--- src/rtl/apb_mem_ctrl.sv ---
// APB4 slave that sequences a byte-lane memory with programmable wait states.
// Optional feature macro: APB_SLVERR_EN (report decode/alignment errors on pslverr).
module apb_mem_ctrl #(
    parameter int ADDR_WIDTH  = 32,
    parameter int DATA_WIDTH  = 32,
    parameter int MEM_WIDTH   = 8,
    parameter int MEM_DEPTH   = 4,
    parameter int MEM_SIZE    = 256,
    parameter int WAIT_CYCLES = 1,
    parameter logic [ADDR_WIDTH-1:0] BASE_ADDR = {ADDR_WIDTH{1'b0}},
    localparam int MA = $clog2(MEM_SIZE)
) (
    input  logic                  clk,
    input  logic                  rst,
    input  logic                  psel,
    input  logic                  penable,
    input  logic                  pwrite,
    input  logic [ADDR_WIDTH-1:0] paddr,
    input  logic [DATA_WIDTH-1:0] pwdata,
    input  logic [MEM_DEPTH-1:0]  pstrb,
    output logic [DATA_WIDTH-1:0] prdata,
    output logic                  pready,
    output logic                  pslverr,
    output logic [MA-1:0]         mem_address,
    output logic [DATA_WIDTH-1:0] mem_data_in,
    input  logic [DATA_WIDTH-1:0] mem_data_out,
    output logic                  mem_wr,
    output logic [MEM_DEPTH-1:0]  mem_be
);

    localparam int LANE_BITS = $clog2(MEM_DEPTH);
    localparam int CNT_W     = 4;
    localparam logic [ADDR_WIDTH:0] WINDOW = (ADDR_WIDTH+1)'(MEM_SIZE * MEM_DEPTH);
    localparam logic [CNT_W-1:0]    WAIT_LAST = CNT_W'(WAIT_CYCLES);

    if (DATA_WIDTH != MEM_WIDTH * MEM_DEPTH) begin : g_width_check
        $error("DATA_WIDTH must equal MEM_WIDTH*MEM_DEPTH");
    end

    typedef enum logic [1:0] {
        ST_IDLE   = 2'd0,
        ST_ACCESS = 2'd1,
        ST_DONE   = 2'd2
    } state_t;

    state_t            state_r;
    state_t            state_s;
    logic [CNT_W-1:0]  cnt_r;
    logic              wr_r;
    logic              err_r;
    logic              setup_s;
    logic              active_s;
    logic              done_s;
    logic              err_s;
    logic [ADDR_WIDTH:0] off_s;
    logic [MA-1:0]     addr_s;

    assign setup_s  = psel & ~penable;
    assign active_s = psel & penable;
    assign done_s   = active_s & (cnt_r == WAIT_LAST);

    // Address decode: an address below the base wraps to a huge offset, so one compare covers both bounds
    always_comb begin
        off_s  = {1'b0, paddr} - {1'b0, BASE_ADDR};
        addr_s = off_s[LANE_BITS +: MA];
        if (off_s >= WINDOW) begin
            err_s = 1'b1;
        end else if (paddr[LANE_BITS-1:0] != {LANE_BITS{1'b0}}) begin
            err_s = 1'b1;
        end else begin
            err_s = 1'b0;
        end
    end

    // Write strobe: only in the completing ACCESS cycle of a clean write, never during reset
    assign mem_wr = ~rst & (state_r == ST_ACCESS) & done_s & wr_r & ~err_r;

    // Next-state logic
    always_comb begin
        state_s = state_r;
        case (state_r)
            ST_IDLE: begin
                if (setup_s) begin
                    state_s = ST_ACCESS;
                end else begin
                    state_s = ST_IDLE;
                end
            end
            ST_ACCESS: begin
                if (!active_s) begin
                    state_s = ST_IDLE;
                end else if (done_s) begin
                    state_s = ST_DONE;
                end else begin
                    state_s = ST_ACCESS;
                end
            end
            ST_DONE: begin
                state_s = ST_IDLE;
            end
            default: begin
                state_s = ST_IDLE;
            end
        endcase
    end

    // State register, transfer capture and registered APB/memory outputs
    always_ff @(posedge clk) begin
        if (rst) begin
            state_r     <= ST_IDLE;
            cnt_r       <= {CNT_W{1'b0}};
            wr_r        <= 1'b0;
            err_r       <= 1'b0;
            prdata      <= {DATA_WIDTH{1'b0}};
            pready      <= 1'b0;
            pslverr     <= 1'b0;
            mem_address <= {MA{1'b0}};
            mem_data_in <= {DATA_WIDTH{1'b0}};
            mem_be      <= {MEM_DEPTH{1'b0}};
        end else begin
            state_r <= state_s;
            case (state_r)
                ST_IDLE: begin
                    if (setup_s) begin
                        wr_r        <= pwrite;
                        err_r       <= err_s;
                        mem_data_in <= pwdata;
                        mem_be      <= pstrb;
                        mem_address <= addr_s;
                        cnt_r       <= {CNT_W{1'b0}};
                    end
                end
                ST_ACCESS: begin
                    cnt_r <= cnt_r + {{(CNT_W-1){1'b0}}, 1'b1};
                    if (done_s) begin
                        // Writes leave prdata alone; erroneous accesses return zero
                        if (err_r) begin
                            prdata <= {DATA_WIDTH{1'b0}};
                        end else if (!wr_r) begin
                            prdata <= mem_data_out;
                        end
                        pready <= 1'b1;
`ifdef APB_SLVERR_EN
                        pslverr <= err_r;
`else
                        pslverr <= 1'b0;
`endif
                    end
                end
                ST_DONE: begin
                    pready  <= 1'b0;
                    pslverr <= 1'b0;
                    mem_be  <= {MEM_DEPTH{1'b0}};
                end
                default: begin
                    pready  <= 1'b0;
                    pslverr <= 1'b0;
                end
            endcase
        end
    end

endmodule

--- config.mk ---
export PLATFORM = sky130hd
export DESIGN_NAME = apb_mem_ctrl
export DESIGN_NICKNAME = d
export VERILOG_FILES = /design/src/rtl/apb_mem_ctrl.sv
export SDC_FILE = /design/constraint.sdc
export NUM_CORES = 1
export LEC_CHECK = 0
export CORE_UTILIZATION = 43
export DETAILED_ROUTE_END_ITERATION = 6
export GPL_ROUTABILITY_DRIVEN = 0
export PLACE_DENSITY = 0.86
export SYNTH_ARGS = -nofsm -noshare
export SYNTH_HDL_FRONTEND = slang
export SYNTH_SLANG_ARGS = --single-unit
--- constraint.sdc ---
create_clock -name clk -period 2.8 [get_ports clk]
set_input_delay 0.28 -clock clk [delete_from_list [all_inputs] [get_ports clk]]
set_output_delay 0.28 -clock clk [all_outputs]
set_load 0.01 [all_outputs]
### Yosys cells after proc, flatten, opt, wreduce, memory -nomap -nowiden

Index checks and enable logic that the tools add are counted.

* logic and storage cells: 54
* output and inout bits: 79
* register bits: 86

* reductions and logical operators: 9
* bitwise operators: 11
* eq/ne operators: 6
* add/subtract/negate cells: 1
* multiplexer cells: 16
* order comparisons: 1

Operators with widths (number)
* $mux 32: 2
* $ge 32x11->1 const B: 1
* $pmux 4 s2: 2
* $mux 4: 2
* $reduce_and 2->1: 4
* $and 1x1->1: 7
* $reduce_bool 2->1: 3
* $mux 1: 5
* $add 4x1->4 const B: 1
* $eq 4x1->1 const B: 1
* $mux 2: 2
* $ne 2x2->1 const B: 2
* $not 1->1: 4
* $pmux 1 s2: 2
* $pmux 2 s2: 1
* $reduce_and 3->1: 1
* $eq 2x1->1 const B: 1
* $eq 2x2->1 const B: 1
* $logic_not 2->1: 1
* $ne 2x1->1 const B: 1

### Longest topological paths before layout

Gate-level depths: netlist of run 1.

* depth in word-level cells: 5
* mapped depth: 7
* mapped depth without buffers: 5

### Worst setup path after synthesis of run 1

OpenSTA, ideal clock, no wires.

* path type: register to output
* start: register cnt_r[0]
* end: output mem_wr
* data arrival time: 1600 ps
* required time: 2520 ps
* setup slack: 920 ps
* cell stages (with the launch flop): 6
* buffers on the path: 2
* cell sequence: dfxtp_1 ha_1 or3b_1 clkbuf_1 buf_2 nor4_1

* cells in the longest elaborated chain, start to end: 5

RTL lines
* from (decl): RTL line 48 `logic [CNT_W-1:0] cnt_r;`
* from (signal assigned): RTL line 111 `cnt_r <= {CNT_W{1'b0}};`
* from (signal assigned): RTL line 130 `cnt_r <= {CNT_W{1'b0}};`
* from (signal assigned): RTL line 134 `cnt_r <= cnt_r + {{(CNT_W-1){1'b0}}, 1'b1};`
* $eq 4x1->1: RTL line 60 `assign done_s = active_s & (cnt_r == WAIT_LAST);`
* $and 1x1->1: RTL line 60
* $and 1x1->1 (3 in series): RTL line 76 `assign mem_wr = ~rst & (state_r == ST_ACCESS) & done_s & wr_r & ~err_r;`
* to (decl): RTL line 27 `output logic mem_wr,`

No other way between the ends.

### Worst setup path after layout of run 1

Ends and elaborated chain as after synthesis.

==> flow_summary.toml, run 1 <==
[status]
status = "complete, no violations"

[routing]
wl_mm = 10.91
highest_layer = "met4"
drt_first_pass_iters = 4
wl_met1_mm = 4.366
vias_per_cell = 5.401
wl_met3_um = 913
vias = 3797
drc_errors = 0
drtIter0Drc = 173
wl_met2_mm = 5.414
ant_nets = 0
wl_per_cell_um = 15.51

[synth]
yosys.area_share.simple = 0.2658
synth_compound_area_frac = 0.1900
synthTopCellsByArea = "dfxtp_1 (48%), a21oi_1 (11%), nand2_1 (9.0%)"
synthCells = 439
synth_top_area_share = 0.4769
post_synth_num_cell_types = 31
synthAdderAreaFrac = 0.007013
yosysWarningCount = 0
synthXorXnorAreaFrac = 0
syn_area_um2 = 3568
ys_ff_latch = 85
yosysSeqAreaShare = 0.4769
synth_top_family_by_area = "simple AND/OR/NAND/NOR gates"
avgSynthCellArea_um2 = 8.129
syn-num-nets = 546
yosys-mux-area-fraction = 0
yosys.area.top_type = "dfxtp_1"

[timing]
tns_ps = 0
setup-violations-final = 0
relSlewSlack = 0.4049
finClkSkew_ps = 11.36
min_period_ps = 2446
slew_violations = 0
rsz0062_at_grt = "no"
period_share = 0.8736
tightest_slew_ps = 892.6
finalHoldViolCount = 0
max_freq_mhz = 408.8
setup_slack_ps = 353.8

[power_and_ir_drop]
p_per_area_nw_per_um2 = 451.3
leakage_nw = 1.903
irDropWorstVdd_uv = 438.4

[setup_path]
cp_cell_sequence = "ha_1, or3b_1, nor4_1, clkdlybuf4s50_1"
path_class = "register to output port"
r2r_setup_slack_ps = 970
r2r-end = "mem_be[1]"
crit_buf_inv = 1
reg2reg_depth = 4
cp_top_family = "simple AND/OR/NAND/NOR gates"
worstSetupStartpointType = "register"
worstPathRequired_ps = 2520
critPathMaxStageDelay_ps = 610
crit_fanout = 5
r2r_start = "state_r[1]"
crit_arrival_ps = 2170
crit_slowest_cell = "clkdlybuf4s50_1"
cp-end-kind = "output port"

[hold_path]
hold_end = "mem_data_in[26]"
hold_start = "mem_data_in[26]"
hold_path.class = "register to register"
worstHoldPathCells = 2

[die]
fp.coreArea_um2 = 7888
rows = 32
ioPinCount = 184
die_h_um = 93.10
start_util = 0.4524
die_w_um = 93.10
die-area_um2 = 8667

[placed_design]
portBuffers = 182
hpwl_mm = 7.481
pre_cts_ws_ps = 560.5
place_inst = 687
place_area_um2 = 5408

[clock_network]
cts_setup_buffers = 0
cts_made_buffers = 9
insertion_delay_ps = 350
clk_path_buf_depth = 2
h-tree-depth = 3
tritoncts = "yes"
root_buffer = "clkbuf_8"
clock-sinks = 85
clk_pin_slew_ps = 90
postCtsHoldBufs = 0
cts_resized = 0

[finish]
finalNonFillerCells = 703
regArea_um2 = 1702
fin_util = 0.7105
final_nets = 703
drive_gt1_frac = 0.05657
fillers = 601
antenna_cells = 0
final_common_cell = "clkdlybuf4s50_1"
final_cell_area_um2 = 5604
multi_input_area_um2 = 1672
syn2layout_area_growth_pct = 57.05
mostFrequentLayoutCells = "clkdlybuf4s50_1 (181), nand2_1 (86), dfxtp_1 (85), a21oi_1 (81), nand4_1 (33)"

[grt]
overflow = 0
grt_pass1_wl_mm = 17.23
grt_usage = 0.2496
grt_max_degree = 86
antenna_found_initial = 0
first_global_vias = 3738

[flow_run]
maxCapViolCount = 0
## worst max-delay path by stage
stage / from / endpoint / slack, ps / cells past startpoint
floorplan: cnt_r[0] / mem_wr / 920 / 5
global placement: penable / mem_wr / 620 / 4
detailed placement: penable / mem_be[1] / 560 / 5
CTS: cnt_r[0] / mem_wr / 330 / 4
global route: cnt_r[0] / mem_wr / 220 / 4
finish: cnt_r[0] / mem_wr / 350 / 4
## worst register-to-register path, delay by kind of cell (launching register included)
kind | cells | cell delay, ps
and+or+nand+nor | 2 | 860
DFF | 1 | 400
buffers and inverters | 1 | 340
AOI/OAI and AO/OA | 1 | 80
## state kept, by name, summed over array words and instances (netlist names)
name,flops
cnt_r,4
mem_data_in,32
state_r,2
mem_address,8
mem_be,4
prdata,32
wr_r,1
pready,1
err_r,1
## report_power, final
| group | leakage [nW] | total [W] | internal [W] | switching, W |
|---|---|---|---|---|
| Clock | 0.0960 | 0.000872 | 0.000416 | 0.000457 |
| Sequential | 0.690 | 0.00126 | 0.00124 | 0.0000192 |
| Combinational | 1.12 | 0.000396 | 0.000225 | 0.000171 |
| Total | 1.90 | 0.00253 | 0.00188 | 0.000647 |
## per-layer routing
| layer | up-vias | track usage |
|---|---|---|
| li1 | 1849 | - |
| met1 | 1773 | 0.2853 |
| met2 | 159 | 0.4289 |
| met3 | 16 | 0.07886 |
| met4 | 0 | 0.1038 |
| met5 | - | 0 |
## logic make-up after synthesis
| family | after synthesis |
|---|---|
| AOI/OAI and AO/OA | 117 |
| adders and majority gates | 2 |
| buffers and inverters | 49 |
| DFF | 85 |
| other | 1 |
| and+or+nand+nor | 185 |
## layout make-up
type	count	share of cell area
tap	102	0.02277
multi-input combinational	305	0.2983
clock buffer	9	0.02210
sequential	85	0.3036
inverter	2	0.001340
timing repair buffer	193	0.3389
clock inverter	7	0.01295
## synthesized netlist by cell type
master / instances
nand2_1: 86
dfxtp_1: 85
a21oi_1: 81
clkbuf_1: 34
nand4_1: 33
nor2b_1: 33
o31ai_1: 32
buf_2: 10
nand3_1: 8
nor4_1: 7
nand2b_1: 3
nor2_1: 3
buf_4: 2
ha_1: 2
inv_1: 2
nor3b_1: 2
or2_2: 2
a21o_1: 1
a31oi_1: 1
and4b_1: 1
buf_6: 1
conb_1: 1
nand3b_1: 1
nand4b_1: 1
nor3_1: 1
nor4b_2: 1
o211ai_1: 1
o221a_2: 1
or3_1: 1
or3b_1: 1
or4b_1: 1
## stage by stage
step,power (W),hold slack (ps)
CTS,0.002549,451.7
finish,0.002529,457.1
detailed placement,0.001682,443.2
global placement,0.001674,438.4
global route,0.002635,465.8
floorplan,0.001443,416.0
Note: power is estimated with default switching activity, not from simulation.
==> inputs of run 2 (changes only) <==
--- a/config.mk
+++ b/config.mk
@@ -5,7 +5,9 @@
 export SDC_FILE = /design/constraint.sdc
 export NUM_CORES = 1
 export LEC_CHECK = 0
+export CORE_MARGIN = 8
 export CORE_UTILIZATION = 43
+export CTS_CLUSTER_SIZE = 40
 export DETAILED_ROUTE_END_ITERATION = 6
 export GPL_ROUTABILITY_DRIVEN = 0
 export PLACE_DENSITY = 0.86
==> run 2 against run 1 <==
Sequential power is essentially flat. Final cell count increased by 0.43%. Power about the same. Register-to-register slack improved by 50 ps. Combinational power is essentially flat. Maximum frequency is 0.40% higher. First-iteration DRC count shrank 3.5%. Die area rose by 32%. Critical path type unchanged. Largest cell class unchanged. Largest power group unchanged. Highest routed layer unchanged.
==> flow_summary.toml, run 2 (same netlist as run 1, synthesis figures left out) <==
[power_and_ir_drop]
clkPwrFrac = 0.345
irDropWorstVdd_uv = 340.9
p_sw_w = 0.0006453
p_per_area_nw_per_um2 = 450.8
p_total_w = 0.002529
leakage_nw = 1.907
switching_share = 0.2552
seq_power_share = 0.499
comb_power_share = 0.156
internal_power_w = 0.001884

[clock_network]
h-tree-depth = 3
root_buffer = "clkbuf_8"
cts_resized = 0
clk_path_buf_depth = 2
tritoncts = "yes"
clk_pin_slew_ps = 80
postCtsHoldBufs = 0
cts_made_buffers = 9
cts_setup_buffers = 0
insertion_delay_ps = 350
clock-sinks = 85

[routing]
vias = 3770
vias_per_cell = 5.340
drc_errors = 0
wl_mm = 11.91
ant_nets = 0
drtIter0Drc = 167
drt_first_pass_iters = 5
wl_per_cell_um = 16.87

[status]
status = "complete, no violations"

[grt]
grt_usage = 0.2033
grt_max_degree = 86
first_global_vias = 3724
overflow = 0
antenna_found_initial = 0
grt_pass1_wl_mm = 19.10

[setup_path]
r2r_setup_slack_ps = 1020
crit_fanout = 5
path_class = "register to output port"
r2r-end = "prdata[28]"
reg2reg_depth = 5
startpoint = "cnt_r[0]"
worstSetupStartpointType = "register"
r2r_start = "cnt_r[0]"
worstSetupEndpoint = "mem_wr"
cp-end-kind = "output port"
crit_arrival_ps = 2160
worstPathRequired_ps = 2520

[die]
die_w_um = 107.1
fp.coreArea_um2 = 8134
die_h_um = 107.1
die-area_um2 = 11470
ioPinCount = 184
start_util = 0.4387
rows = 33

[placed_design]
place_area_um2 = 5411
place_inst = 690
hpwl_mm = 8.444
portBuffers = 182

[hold_path]
worstHoldPathCells = 2
hold_path.class = "register to register"

[timing]
tns_ps = 0
tightest_slew_ps = 861.2
finalHoldViolCount = 0
relSlewSlack = 0.4259
rsz0062_at_grt = "no"
max_freq_mhz = 410.4
setup-violations-final = 0
slew_violations = 0
finClkSkew_ps = 10.35
min_period_ps = 2436
period_share = 0.8701

[finish]
antenna_cells = 0
fin_util = 0.6896
final_cell_area_um2 = 5609
drive_gt1_frac = 0.05657
final_nets = 703
final_common_cell = "clkdlybuf4s50_1"
reg.largest.list = "mem_data_in x32, prdata x32, mem_address x8"
syn2layout_area_growth_pct = 57.19
finalNonFillerCells = 706
mostFrequentLayoutCells = "clkdlybuf4s50_1 (181), nand2_1 (86), dfxtp_1 (85), a21oi_1 (81), nand4_1 (33)"

[flow_run]
maxCapViolCount = 0
## run 2: cell count changes in the layout (fill, tap and decap cells not counted)
cell        before  now
clkinv_4         0    1
clkinvlp_4       2    1
## run 2: worst max-delay path, stage by stage (launching register included)
cell             delay (ps)
dfxtp_1                 400
ha_1                    190
or3b_1                  370
nor4_1                  230
clkdlybuf4s50_1         620
## run 2: worst min path at each step
stage	startpoint	end
after floorplan	pwrite	wr_r
after global placement	pready	pready
after detailed placement	pready	pready
after CTS	pwdata[28]	mem_data_in[28]
after global routing	paddr[2]	mem_address[0]
final	mem_data_in[3]	mem_data_in[3]
## run 2: stage by stage
step / setup WS [ps] / hold WS (ps)
final: 363.6 / 455.3
after floorplan: 919.9 / 416.0
after CTS: 345.3 / 456.8
after detailed placement: 616.9 / 447.5
after global placement: 629.6 / 439.2
after global routing: 251.6 / 460.8
## run 2: power by group through the flow
| stage | Clock, W | Sequential, W | Combinational [W] |
|---|---|---|---|
| floorplan | 0 | 0.00130 | 0.000141 |
| global placement | 0 | 0.00129 | 0.000387 |
| detailed placement | 0 | 0.00129 | 0.000394 |
| CTS | 0.000891 | 0.00126 | 0.000397 |
| global route | 0.000941 | 0.00127 | 0.000429 |
| finish | 0.000873 | 0.00126 | 0.000394 |
## run 2: cell type report
class	count	area (um2)
fill	657	2525
timing repair buffer	193	1899
inverter	2	7.507
clock inverter	7	73.82
multi-input combinational	305	1672
sequential	85	1702
clock buffer	9	123.9
tap	105	131.4
## run 2: layer usage
layer,up-vias,wire [um],GRT usage,part of all wire
met5,-,0,0,0
met1,1766,4472,0.2250,0.38
li1,1852,-,-,-
met4,0,106,0.06633,0.0089
met3,8,1531,0.09238,0.13
met2,144,5797,0.3385,0.49
==> inputs of run 3 (changes only) <==
--- a/config.mk
+++ b/config.mk
@@ -10,6 +10,7 @@
 export CTS_CLUSTER_SIZE = 40
 export DETAILED_ROUTE_END_ITERATION = 6
 export GPL_ROUTABILITY_DRIVEN = 0
+export GPL_TIMING_DRIVEN = 1
 export PLACE_DENSITY = 0.86
 export SYNTH_ARGS = -nofsm -noshare
 export SYNTH_HDL_FRONTEND = slang
==> results of run 3 <==
Same layout as run 2: the final DEF is identical, and so are final timing and power.
==> patch 1: new RTL, config.mk and constraints of run 1 <==
Reset style: asynchronous (`rst`), changed in one clocked block.
--- a/src/rtl/apb_mem_ctrl.sv
+++ b/src/rtl/apb_mem_ctrl.sv
@@ -105,7 +105,7 @@
     end
 
     // State register, transfer capture and registered APB/memory outputs
-    always_ff @(posedge clk) begin
+    always_ff @(posedge clk or posedge rst) begin
         if (rst) begin
             state_r     <= ST_IDLE;
             cnt_r       <= {CNT_W{1'b0}};
Function: differs if rst is asserted again (counterexample within 4 cycles, from zero or initial values and one cycle with rst high); with rst held inactive, the same outputs for 4 cycles.
==> patch 1 against run 1 <==
- non-clock buffer count is 6 lower
- cell area is 1.0% higher
- wire length down 26%
- critical path depth is the same
- critical endpoint unchanged
- synthesized cell count fell by 42%
- synthesized area barely moved
- sequential cell count stayed put
- die area about the same
- setup slack worse by 0.22 ns
- clock skew is 0.0012 ns higher
- largest cell class is now sequential cells
Power is not compared: it rests on default switching activity, and its combinational part moved more than twofold at a synthesized area within 25%.
==> patch 1: results (changes against run 1) <==
Max Used Layer: met4 (unchanged)
Xor/xnor share of the synthesized area: 0.2454% (was 0%)
Yosys cell types: 29 (was 31)
Largest net degree at the start of global routing: 53 (was 86)
RR Startpoint: cnt_r[1]$_DFFE_PP0P_ (was state_r[1]$_SDFF_PP0_)
Share of cells above drive strength 1: 21.90% (was 5.657%)
Clock Latency Late Sink: 0.34 ns
Logic pwr share: 28.2%
Mux share of post-synthesis cell area: 23.31% (was 0%)
Status: finished clean (unchanged)
Post-synthesis sequential area ratio: 59.59% (was 47.69%)
Pre-antenna DRT Iters: 4 (unchanged)
Synth top cells by count: 85 x dfrtp_1, 72 x mux2_2, 33 x nor2b_1 (was 86 x nand2_1, 85 x dfxtp_1, 81 x a21oi_1)
First-pass GRT wire length: 12,940 um (was 17,230 um)
GRT met3 Usage: 4.472% (was 7.886%)
Met2 Use GR: 33.58% (was 42.89%)
DP HPWL: 5967 um (was 7481 um)
FF-to-FF End: prdata[3]$_DFFE_PP0P_ (was mem_be[1]$_SDFFE_PP0P_)
Post-Route M1 WL: 3217 um (was 4366 um)
DR iter-0 viols: 53 (was 173)
Slew @ Worst Pin: 0.6138 ns (was 0.8926 ns)
Cell Count, Final, Fillers Out: 545 (was 703)
Fillers: 579 (was 601)
Async SR Flop Fraction: 100.0% (was 0%)
Placed cell area: 0.005489 mm^2 (was 0.005408 mm^2)
CP arrival: 2.39 ns (was 2.17 ns)
Synth area leaders: dfrtp_1 60%, mux2_2 23%, nor2b_1 5.8% (was dfxtp_1 48%, a21oi_1 11%, nand2_1 9.0%)
Cts bufs inserted: 9 (unchanged)
GRT Total Usage: 19.03% (was 24.96%)
Cells after synthesis: 254 (was 439)
Setup slack, reg-to-reg: 0.75 ns (was 0.97 ns)
Placed cells: 529 (was 687)
WL final: 8084 um (was 10,910 um)
Vias in the first global route: 2,796 (was 3,738)
Pre-CTS setup slack: 0.1745 ns (was 0.5605 ns)
Slowest cell on crit path: or4b_1 (was clkdlybuf4s50_1)
Metal3 WL: 543 um (was 913 um)
Reg2reg path depth: 6 (was 4)
Met2 WL: 4198 um (was 5414 um)
Compound-Gate Fraction of Synth Area: 1.823% (was 19.00%)
Final clock skew: 0.01252 ns (was 0.01136 ns)
Worst hold-check path type: primary input to asynchronous set/reset pin (was flip-flop to flip-flop)
Max stage delay on crit path: 0.56 ns (was 0.61 ns)
Root Buffer: clkbuf_8 (unchanged)
M1 GR Usage: 23.01% (was 28.53%)
Via Count: 2,690 (was 3,797)
Worst Setup SP: state_r[1]$_DFF_PP0_ (was cnt_r[0]$_SDFFE_PP0P_)
Syn_nets: 361 (was 546)
Adder-Cell Fraction of Synth Area: 0.7010% (was 0.7013%)
==> patch 1: cell count changes after synthesis, sizes merged, moves of 7 or more <==
cell / before / now
o31ai: 32 / 0
o21ai: 0 / 7
mux2: 0 / 73
clkbuf: 34 / 5
nand4: 33 / 1
nand2: 86 / 9
a21oi: 81 / 0
dfrtp: 0 / 85
dfxtp: 85 / 0
==> patch 1: through the flow <==
| step | hold slack (ns) | utilization (%) |
|---|---|---|
| after global placement | 0.4691 | 69.59 |
| after floorplan | 0.3968 | - |
| final | 0.3519 | 71.80 |
| after CTS | 0.3586 | 71.80 |
| after detailed placement | 0.4828 | 69.59 |
| after global routing | 0.4143 | 71.80 |
==> patch 1: cell type report <==
class / count / share of cell area (%)
clock buffers: 9 / 2.187
clock inverters: 7 / 0.8838
inverters: 4 / 0.2872
multi-input cells: 151 / 23.77
flip-flops and latches: 85 / 37.56
well taps: 102 / 2.254
repair buffers: 187 / 33.05
==> patch 2: new RTL, settings of run 1 <==
Made on the original files. Set the parameter `ADDR_WIDTH` to 48 (it was 32).
--- a/src/rtl/apb_mem_ctrl.sv
+++ b/src/rtl/apb_mem_ctrl.sv
@@ -1,7 +1,7 @@
 // APB4 slave that sequences a byte-lane memory with programmable wait states.
 // Optional feature macro: APB_SLVERR_EN (report decode/alignment errors on pslverr).
 module apb_mem_ctrl #(
-    parameter int ADDR_WIDTH  = 32,
+    parameter int ADDR_WIDTH  = 48,
     parameter int DATA_WIDTH  = 32,
     parameter int MEM_WIDTH   = 8,
     parameter int MEM_DEPTH   = 4,
Ports: changed (resized paddr); port bits go from 184 to 200. No check against the original RTL was run, so the function may have changed too.
==> patch 2 against run 1 <==
- critical path depth increased by 1
- wire length shrank 8.4%
- global-route usage shrank 0.66 points
- setup slack got worse by 0.18 ns
- sequential share of layout area rose by 0.44 points
- first-iteration DRC count is 42% lower
- sequential cell count unchanged
- cell area decreased by 1.4%
- register-to-register slack lost 0.12 ns
- clock skew up 0.0019 ns
- clock power is 10% higher
- synthesized area decreased by 8.0%
- total power rose by 2.5%
- count of clock-buffer cells in the layout grew 3
- critical endpoint unchanged
==> patch 2: results (changes against run 1) <==
Switch share: 21.85% (was 25.58%)
Clock transition at path regs: 0.08 ns
Via Count: 3,435 (was 3,797)
Syn_nets: 520 (was 546)
Cells after synthesis: 397 (was 439)
Root Buffer: clkbuf_8 (unchanged)
Static Leakage: 1.914 nW (was 1.903 nW)
Pre-CTS setup slack: 0.4700 ns (was 0.5605 ns)
Peak supply drop: 315.3 uV (was 438.4 uV)
GRT Total Usage: 24.30% (was 24.96%)
Yosys cell types: 32 (was 31)
Cell Count, Final, Fillers Out: 687 (was 703)
Slew margin rel.: 41.19% (was 40.49%)
Final clock skew: 0.01327 ns (was 0.01136 ns)
Worst hold-check path type: primary input to flip-flop (was flip-flop to flip-flop)
H-Tree Depth: 3 (unchanged)
Post-synthesis sequential area ratio: 51.81% (was 47.69%)
Fin nets: 707 (was 703)
Status: finished clean (unchanged)
First-pass GRT wire length: 14,760 um (was 17,230 um)
DP HPWL: 7164 um (was 7481 um)
Synth warn: 0 (unchanged)
Switching power total: 0.5666 mW (was 0.6471 mW)
Longest Clk Path Bufs: 2 (unchanged)
Pre-antenna DRT Iters: 4 (unchanged)
Port bufs: 198 (was 182)
Cts bufs inserted: 9 (unchanged)
CP max FO: 5 (unchanged)
Largest net degree at the start of global routing: 85 (was 86)
Synth top cells by count: 119 x nand2_1, 85 x dfxtp_1, 79 x a21oi_1 (was 86 x nand2_1, 85 x dfxtp_1, 81 x a21oi_1)
Post-cts resize count: 0 (unchanged)
Antenna violations before repair: 0 (unchanged)
Vias in the first global route: 3,178 (was 3,738)
CP arrival: 2.35 ns (was 2.17 ns)
Grt ovf: 0 (unchanged)
Clock power frac: 37.1% (was 34.5%)
Setup repair bufs after CTS: 0 (unchanged)
Sequential power share: 48.6% (was 49.8%)
DR iter-0 viols: 100 (was 173)
Synth area leaders: dfxtp_1 52%, nand2_1 14%, a21oi_1 12% (was dfxtp_1 48%, a21oi_1 11%, nand2_1 9.0%)
Antenna fix cells: 0 (unchanged)
Placed cell area: 0.005300 mm^2 (was 0.005408 mm^2)
Placed cells: 672 (was 687)
Clock Latency Late Sink: 0.34 ns
Largest registers in the final layout: mem_data_in: 32 flops, prdata: 32 flops, mem_address: 8 flops (unchanged)
Async SR Flop Fraction: 0% (unchanged)
Share of cells above drive strength 1: 4.932% (was 5.657%)
WL per Instance: 14.54 um (was 15.51 um)
Final Hold Vio Count: 0 (unchanged)
## patch 2: changes by cell type after synthesis, moves of 4 or more
cell,before,now
clkbuf_1,34,16
nor2_1,3,9
nand3b_1,1,33
o31ai_1,32,0
nor2b_1,33,1
buf_2,10,6
nand2_1,86,119
nand4_1,33,3
## patch 2: path summary, 6_finish.rpt
path	from	end	slack (ns)	cells past startpoint
max	cnt_r[0]$_SDFFE_PP0P_	mem_wr	0.17	5
min	rst	state_r[1]$_SDFF_PP0_	0.14	2
max reg2reg	cnt_r[0]$_SDFFE_PP0P_	prdata[28]$_SDFFE_PP0P_	0.85	6
min reg2reg	prdata[27]$_SDFFE_PP0P_	prdata[27]$_SDFFE_PP0P_	0.45	2
## patch 2: worst max-delay path, cell delays in order, from the launching register on
cell and delay (ns):
dfxtp_1 0.41, ha_1 0.16, or3b_4 0.41, nor3_1 0.30, and2_1 0.18, clkdlybuf4s50_1 0.55
## patch 2: cells by family after synthesis
group / Yosys count / share of synthesized area [%]
and+or+nand+nor: 194 / 29.30
DFF: 85 / 51.81
AOI/OAI and AO/OA: 83 / 12.88
other: 1 / 0.1142
adders and majority gates: 2 / 0.7618
muxes: 1 / 0.3428
buffers and inverters: 31 / 4.800
## patch 2: area by class of cell
class                           count  area (um^2)
Clock buffer                       12        155.1
Inverter                            1        3.754
Clock inverter                      3        68.82
Multi-Input combinational cell    281         1434
Fill cell                         548         1807
Tap cell                           99        123.9
Timing Repair Buffer              206         2037
Sequential cell                    85         1702
## patch 2: routing by layer
layer  track usage, %  wire length, um
met5                0                0
met4            11.40              234
met3            9.141             1009
met2            39.35             4649
met1            28.53             4094
